**src/rtl/lsu.sv**
```systemverilog
// Load/store unit: one outstanding doubleword-lane memory access at a time.
// Handles byte/half/word/double loads and stores, lane shifting, byte masks,
// load sign/zero extension and misalignment detection.
module lsu #(
  parameter int unsigned DW = 64
) (
  input  logic          clk,
  input  logic          rst,
  input  logic          lsu_valid_i,
  input  logic [3:0]    lsu_op_i,
  input  logic [DW-1:0] lsu_addr_i,
  input  logic [DW-1:0] lsu_wdata_i,
  output logic          lsu_busy_o,
  output logic          lsu_done_o,
  output logic          lsu_misalign_o,
  output logic [DW-1:0] lsu_rdata_o,
  output logic          mem_req_o,
  output logic          mem_we_o,
  output logic [DW-1:0] mem_addr_o,
  output logic [DW-1:0] mem_wdata_o,
  output logic [7:0]    mem_wmask_o,
  input  logic          mem_ack_i,
  input  logic [DW-1:0] mem_rdata_i
);

  typedef enum logic [1:0] {
    S_IDLE,
    S_REQ,
    S_RESP
  } state_e;

  // Operation code fields: {store, unsigned, size[1:0]}
  localparam int unsigned OP_STORE = 3;
  localparam int unsigned OP_UNS   = 2;

  state_e        state_q, state_d;
  logic [3:0]    op_q, op_d;
  logic [DW-1:0] addr_q, addr_d;
  logic [DW-1:0] wdata_q, wdata_d;
  logic [DW-1:0] rdata_q, rdata_d;
  logic          misalign_q, misalign_d;

  // Natural alignment check for the requested access size.
  function automatic logic is_aligned(input logic [1:0] size, input logic [2:0] lo);
    logic ok;
    ok = 1'b1;
    unique case (size)
      2'd0: ok = 1'b1;
      2'd1: ok = (lo[0]   == 1'b0);
      2'd2: ok = (lo[1:0] == 2'b00);
      2'd3: ok = (lo[2:0] == 3'b000);
      default: ok = 1'b1;
    endcase
    return ok;
  endfunction

  // Byte-enable pattern for a store of the given size at lane offset off.
  function automatic logic [7:0] lane_mask(input logic [1:0] size, input logic [2:0] off);
    logic [7:0] m;
    m = '0;
    unique case (size)
      2'd0: m = 8'h01 << off;
      2'd1: m = 8'h03 << off;
      2'd2: m = 8'h0F << off;
      2'd3: m = 8'hFF;
      default: m = '0;
    endcase
    return m;
  endfunction

  // Extract the addressed lanes of a read doubleword and extend to full width.
  function automatic logic [DW-1:0] load_ext(input logic [DW-1:0] raw,
                                             input logic [2:0]    op,
                                             input logic [2:0]    off);
    logic [DW-1:0] shifted;
    logic [DW-1:0] res;
    logic          uns;
    shifted = raw >> {off, 3'b000};
    uns     = op[OP_UNS];
    res     = '0;
    unique case (op[1:0])
      2'd0: res = uns ? {56'd0, shifted[7:0]}  : {{56{shifted[7]}},  shifted[7:0]};
      2'd1: res = uns ? {48'd0, shifted[15:0]} : {{48{shifted[15]}}, shifted[15:0]};
      2'd2: res = uns ? {32'd0, shifted[31:0]} : {{32{shifted[31]}}, shifted[31:0]};
      2'd3: res = shifted;
      default: res = shifted;
    endcase
    return res;
  endfunction

  // State and datapath registers; reset forces IDLE and clears all outputs.
  always_ff @(posedge clk or posedge rst) begin
    if (rst) begin
      state_q    <= S_IDLE;
      op_q       <= '0;
      addr_q     <= '0;
      wdata_q    <= '0;
      rdata_q    <= '0;
      misalign_q <= 1'b0;
    end else begin
      state_q    <= state_d;
      op_q       <= op_d;
      addr_q     <= addr_d;
      wdata_q    <= wdata_d;
      rdata_q    <= rdata_d;
      misalign_q <= misalign_d;
    end
  end

  // Next-state logic: accept in IDLE, wait for ack in REQ, single-cycle RESP.
  always_comb begin
    state_d    = state_q;
    op_d       = op_q;
    addr_d     = addr_q;
    wdata_d    = wdata_q;
    rdata_d    = rdata_q;
    misalign_d = misalign_q;
    unique case (state_q)
      S_IDLE: begin
        if (lsu_valid_i) begin
          op_d    = lsu_op_i;
          addr_d  = lsu_addr_i;
          wdata_d = lsu_wdata_i;
          if (is_aligned(lsu_op_i[1:0], lsu_addr_i[2:0])) begin
            state_d    = S_REQ;
            misalign_d = 1'b0;
          end else begin
            // Misaligned accesses never reach memory; report the error in RESP.
            state_d    = S_RESP;
            misalign_d = 1'b1;
          end
        end
      end
      S_REQ: begin
        if (mem_ack_i) begin
          state_d = S_RESP;
          if (!op_q[OP_STORE]) begin
            rdata_d = load_ext(mem_rdata_i, op_q[2:0], addr_q[2:0]);
          end
        end
      end
      S_RESP: begin
        state_d = S_IDLE;
      end
      default: begin
        state_d = S_IDLE;
      end
    endcase
  end

  // Outputs are decoded from registered state only.
  always_comb begin
    lsu_busy_o     = (state_q != S_IDLE);
    lsu_done_o     = (state_q == S_RESP);
    lsu_misalign_o = (state_q == S_RESP) && misalign_q;
    lsu_rdata_o    = rdata_q;
    mem_req_o      = (state_q == S_REQ);
    mem_we_o       = (state_q == S_REQ) && op_q[OP_STORE];
    mem_addr_o     = {addr_q[DW-1:3], 3'b000};
    mem_wdata_o    = wdata_q << {addr_q[2:0], 3'b000};
    mem_wmask_o    = ((state_q == S_REQ) && op_q[OP_STORE]) ?
                     lane_mask(op_q[1:0], addr_q[2:0]) : 8'h00;
  end

endmodule

```
**config.mk**
```make
export PLATFORM = sky130hd
export DESIGN_NAME = lsu
export DESIGN_NICKNAME = d
export VERILOG_FILES = /design/src/rtl/lsu.sv
export SDC_FILE = /design/constraint.sdc
export NUM_CORES = 1
export LEC_CHECK = 0
export ABC_AREA = 1
export CORE_ASPECT_RATIO = 0.7
export CORE_MARGIN = 2
export CORE_UTILIZATION = 50
export CTS_BUF_LIST = sky130_fd_sc_hd__clkbuf_4
export DETAILED_ROUTE_END_ITERATION = 8
export GPL_ROUTABILITY_DRIVEN = 1
export PLACE_DENSITY = 0.95
export SETUP_SLACK_MARGIN = 0.4
export SKIP_CTS_REPAIR_TIMING = 1
export SLEW_MARGIN = 20
export SYNTH_ARGS = -nofsm -noshare
export SYNTH_HDL_FRONTEND = slang
export SYNTH_SLANG_ARGS = --single-unit
```
**constraint.sdc**
```tcl
create_clock -name clk -period 16.11 [get_ports clk]
set_input_delay 2.4165 -clock clk [delete_from_list [all_inputs] [get_ports clk]]
set_output_delay 2.4165 -clock clk [all_outputs]
set_load 0.005 [all_outputs]
```
* After elaboration in Yosys (flattened, before gate mapping)
Cells that the tools add are included. W data, S select, Z words.
Cells by class: equal/unequal tests 10, shift-type cells 5, muxes and demuxes 14, bitwise gates (word level) 2, reductions and logical operators 11
Operators by type and width (number):
- $pmux W64 S4 | 1
- $mux W64 | 3
- $shl A64 B6 Y64 | 1
- $shr A64 B6 Y64 | 1
- $pmux W8 S4 | 1
- $eq A2 B2 Y1 const B | 5
- $logic_not A2 Y1 | 4
- $mux W8 | 1
- $shl A1 B3 Y8 const A | 1
- $shl A2 B3 Y8 const A | 1
- $shl A4 B3 Y8 const A | 1
- $eq A2 B1 Y1 const B | 3
- $mux W2 | 3
- $pmux W1 S4 | 1
- $pmux W2 S2 | 1
- $reduce_and A2 Y1 | 2
- $logic_not A3 Y1 | 1
- $mux W1 | 3
- $reduce_and A3 Y1 | 1
- $logic_and A1 B1 Y1 | 2
- $ne A2 B1 Y1 const B | 1
- $ne A2 B2 Y1 const B | 1
- $not A1 Y1 | 2
- $reduce_bool A2 Y1 | 1
Word-level totals: bits in registers 199, input bits 200, output and inout port bits 205, logic and storage cells 48

* Longest topological paths before layout
depth in word-level cells 7, gate-level depth with buffers 14, depth with buffers taken out 10

* Worst setup path before layout
Ideal clock, no wire load.
path type reg2out, start register addr_q[0], end output port mem_wmask_o[4], arrival 1543 ps, data required time 13693 ps, slack 12151 ps, cell stages (with the launch flop) 7, path buffers 3, cells stage by stage dfrtp_1 buf_6 buf_4 buf_2 nor3_2 a21oi_1 a21oi_1
Between the ends: cells in the longest elaborated chain, start to end 3, elaborated cells on any way between the ends 5, classes of those cells shift (3); mux (2)
RTL lines:
- from (decl) | RTL line 38 | logic [DW-1:0] addr_q, addr_d;
- from (signal assigned) | RTL line 103 | addr_q <= addr_d;
- $shl A4 B3 Y8, or another cell as far along | RTL line 64 | 2'd2: m = 8'h0F << off;
- $pmux W8 S4 (*) | RTL line 61 | unique case (size)
- $mux W8 (*) | RTL line 161 | mem_wmask_o = ((state_q == S_REQ) && op_q[OP_STORE]) ?
- to (decl) | RTL line 21 | output logic [7:0] mem_wmask_o,
Mark *: on every way between the ends. The rest lies on a longest branch, timed or not.

* Worst setup path in the final report
start register addr_q[0], end output port mem_wdata_o[58]
Between the ends: cells in the longest elaborated chain, start to end 1
RTL lines:
- $shl A64 B6 Y64 | RTL line 160 | mem_wdata_o = wdata_q << {addr_q[2:0], 3'b000};
- to (decl) | RTL line 20 | output logic [DW-1:0] mem_wdata_o,
Every way passes these cells.

==> impl_metrics.ini <==
[run_status]
status = finished, final reports clean

[synthesis]
synth_xor_area_frac = 0
synth-compound-area-share = 0.166
synthSimpleGateAreaFrac = 0.288
netlist_area_um2 = 12000
synth_area_per_cell_um2 = 6.90
synth_top_family_by_area = simple AND/OR/NAND/NOR gates
synth-seq-area-share = 0.413
synth_area_leaders = dfrtp_1 41%, nand2_1 21%, o21ai_0 6.2%
ys_ff_latch = 199
syn_inst = 1745
synth_top_area_frac = 0.413
yosysTopAreaCell = dfrtp_1
synthAdderAreaFrac = 0.00519
post_synth_num_cell_types = 35
synth_mux_area_frac = 0.000831
synth-warning-count = 0

[hold_path]
hold_depth = 2
hold_path_class = flop to flop

[setup_path]
critPathArrivalTime_ps = 3980
crit_type = flop to primary output
start_kind = flop
crit_required_ps = 13690
cp-end-kind = primary output
path_max_fanout = 94
worst_r2r_path_depth = 11

[sta]
fin_crit_sh = 0.397
slew_violations = 0
finalSetupViolations = 0
rsz0062_at_grt = false
tightest_slew_ps = 1080
period_minus_slack_ps = 6390
max_clock_freq_mhz = 156
skew_ps = 28.9
tns_ps = 0
finalHoldViolCount = 0
slew_headroom = 0.278

[cts]
cts_buffer_depth = 2
clkLatencyLatePin_ps = 630
htree_levels = 4
clk_pin_slew_worst_paths_ps = 170
root_buffer = clkbuf_4
cts_inserted_buffers = 17
cts.sinks = 199
cts_tree = done

[place]
port_buffers = 401
placed_cells = 2302
gp_congestion = 0.996
hpwl_um = 34000

[route]
drtIter0Drc = 1605
firstDrtPassIters = 6
via_count = 13100
wl_um = 46900
avgViaCountPerCell = 5.61
ant_nets = 0
remaining_drc_errors = 0
post_drt_wl_per_cell_um = 20.1

[global_routing]
overflow = 0
grt_pass1_vias = 12100
antenna_found_initial = 2
grt_pass1_wl_um = 70500
grt_use_total = 0.364
grt_max_degree = 119

[power]
combPwrFrac = 0.589
switching_share = 0.457
p_sw_w = 0.00123
power_leakage_nw = 7.38
seqPwrFrac = 0.312
power_density_nw_per_um2 = 170
internal_power_w = 0.00146
ir_worst_vdd_mv = 0.103
clock_power_share = 0.099

[floorplanning]
die_area_um2 = 25400
num_rows = 47
ioPinCount = 405
core_um2 = 23600
dieHeight_um = 134
start_util = 0.510
die_w_um = 190

[final_layout]
stdcell_count = 2335
nets = 2208
drive_above_1_share = 0.0427
syn2layout_area_growth_pct = 31.1

[run]
maxCapViolations = 0
## power groups by stage
| stage | registers [W] | clock network, W | logic (W) |
|---|---|---|---|
| 2_1_floorplan | 0.000802 | 0 | 0.000873 |
| 3_5_place_dp | 0.000840 | 0 | 0.00155 |
| 5_1_grt | 0.000857 | 0.000289 | 0.00171 |
| 4_1_cts | 0.000831 | 0.000269 | 0.00156 |
| 6_report | 0.000838 | 0.000267 | 0.00158 |
| 3_3_place_gp | 0.000835 | 0 | 0.00153 |
## cell usage in the layout, fill, tap and decap left out, drive strengths merged, types with 7 or more instances in the layout
cell type / instances
nor2: 137
a31oi: 8
clkbuf: 17
buf: 13
clkinv: 10
o211ai: 30
clkdlybuf4s50: 401
o21ai: 156
dfrtp: 199
a21oi: 146
nand3: 57
or2: 7
o221ai: 12
inv: 122
nand2: 682
## critical path, stage by stage (launching register included)
cell and delay [ps]:
dfrtp_4 700, buf_4 540, buf_4 740, nand2_1 120
o21ai_0 130, inv_1 90, nand2_1 60, o21ai_0 140
o211ai_1 220, clkdlybuf4s50_1 530
## per-layer routing
layer | vias up | global-route usage | wire, um
met5 | - | 0 | 0
met4 | 0 | 0.110 | 1370
met3 | 90 | 0.107 | 6060
met2 | 848 | 0.549 | 20400
met1 | 6169 | 0.508 | 19100
li1 | 6002 | - | -
## through the flow
stage | hold slack [ps] | util | setup WS (ps) | area, um^2 | power, W
after floorplan | 444 | - | 8270 | 12100 | 0.00167
after global placement | 461 | 0.656 | 10540 | 15500 | 0.00236
after detailed placement | 464 | 0.657 | 10490 | 15500 | 0.00239
after CTS | 503 | 0.668 | 9780 | 15800 | 0.00266
after global routing | 518 | 0.668 | 9410 | 15800 | 0.00286
final | 499 | 0.668 | 9720 | 15800 | 0.00269
## cells by family after synthesis
| group | after synthesis |
|---|---|
| mux | 1 |
| other cells | 1 |
| fa+ha+maj | 5 |
| buf+inv | 294 |
| flops | 199 |
| simple gates | 886 |
| compound gates | 359 |
## synthesized netlist by cell type
cell and instances:
and3_1 1, clkbuf_1 53, buf_6 15, dfrtp_1 199, o21ai_1 6, o211ai_1 29, nor3_1 1, inv_2 5
or2_2 7, nor2_1 132, ha_1 5, buf_2 31, nor2_4 1, nand2_1 679, nor2_2 3, conb_1 1
nor2_8 1, a21oi_1 130, mux2i_1 1, o221ai_1 12, o21a_1 1, o211ai_2 1, a21oi_2 16, nand2_2 3
nand3_2 1, buf_1 8, inv_1 111, clkinv_1 1, a31oi_1 8, nand3_1 56, o22ai_1 5, a221oi_1 1
o21ai_0 150, buf_4 70, nor3_2 1
## layout make-up
cell class | instances | area, um^2
antenna | 1 | 2.50
clock buffer | 17 | 128
clock inverter | 15 | 140
fill | 2015 | 7840
inverter | 117 | 449
multi-input combinational | 1254 | 5580
sequential | 199 | 4980
tap | 318 | 398
timing repair buffer | 414 | 4120
## registers in the layout, indices dropped and copies added (netlist names)
register / count
addr_q: 64
lsu_rdata_o: 64
misalign_q: 1
op_q: 4
state_q: 2
wdata_q: 64
## path summary, 6_finish.rpt
path | from | end | slack (ps)
setup / recovery | addr_q[0] | mem_wdata_o[58] | 9720
hold / removal | addr_q[63] | addr_q[63] | 500
setup reg to reg | addr_q[0] | lsu_rdata_o[18] | 12360
hold reg to reg | addr_q[63] | addr_q[63] | 500
max in group asynchronous | rst | lsu_rdata_o[3] | 12420
min in group asynchronous | rst | lsu_rdata_o[44] | 2310
Note: power is estimated with default switching activity, not from simulation.
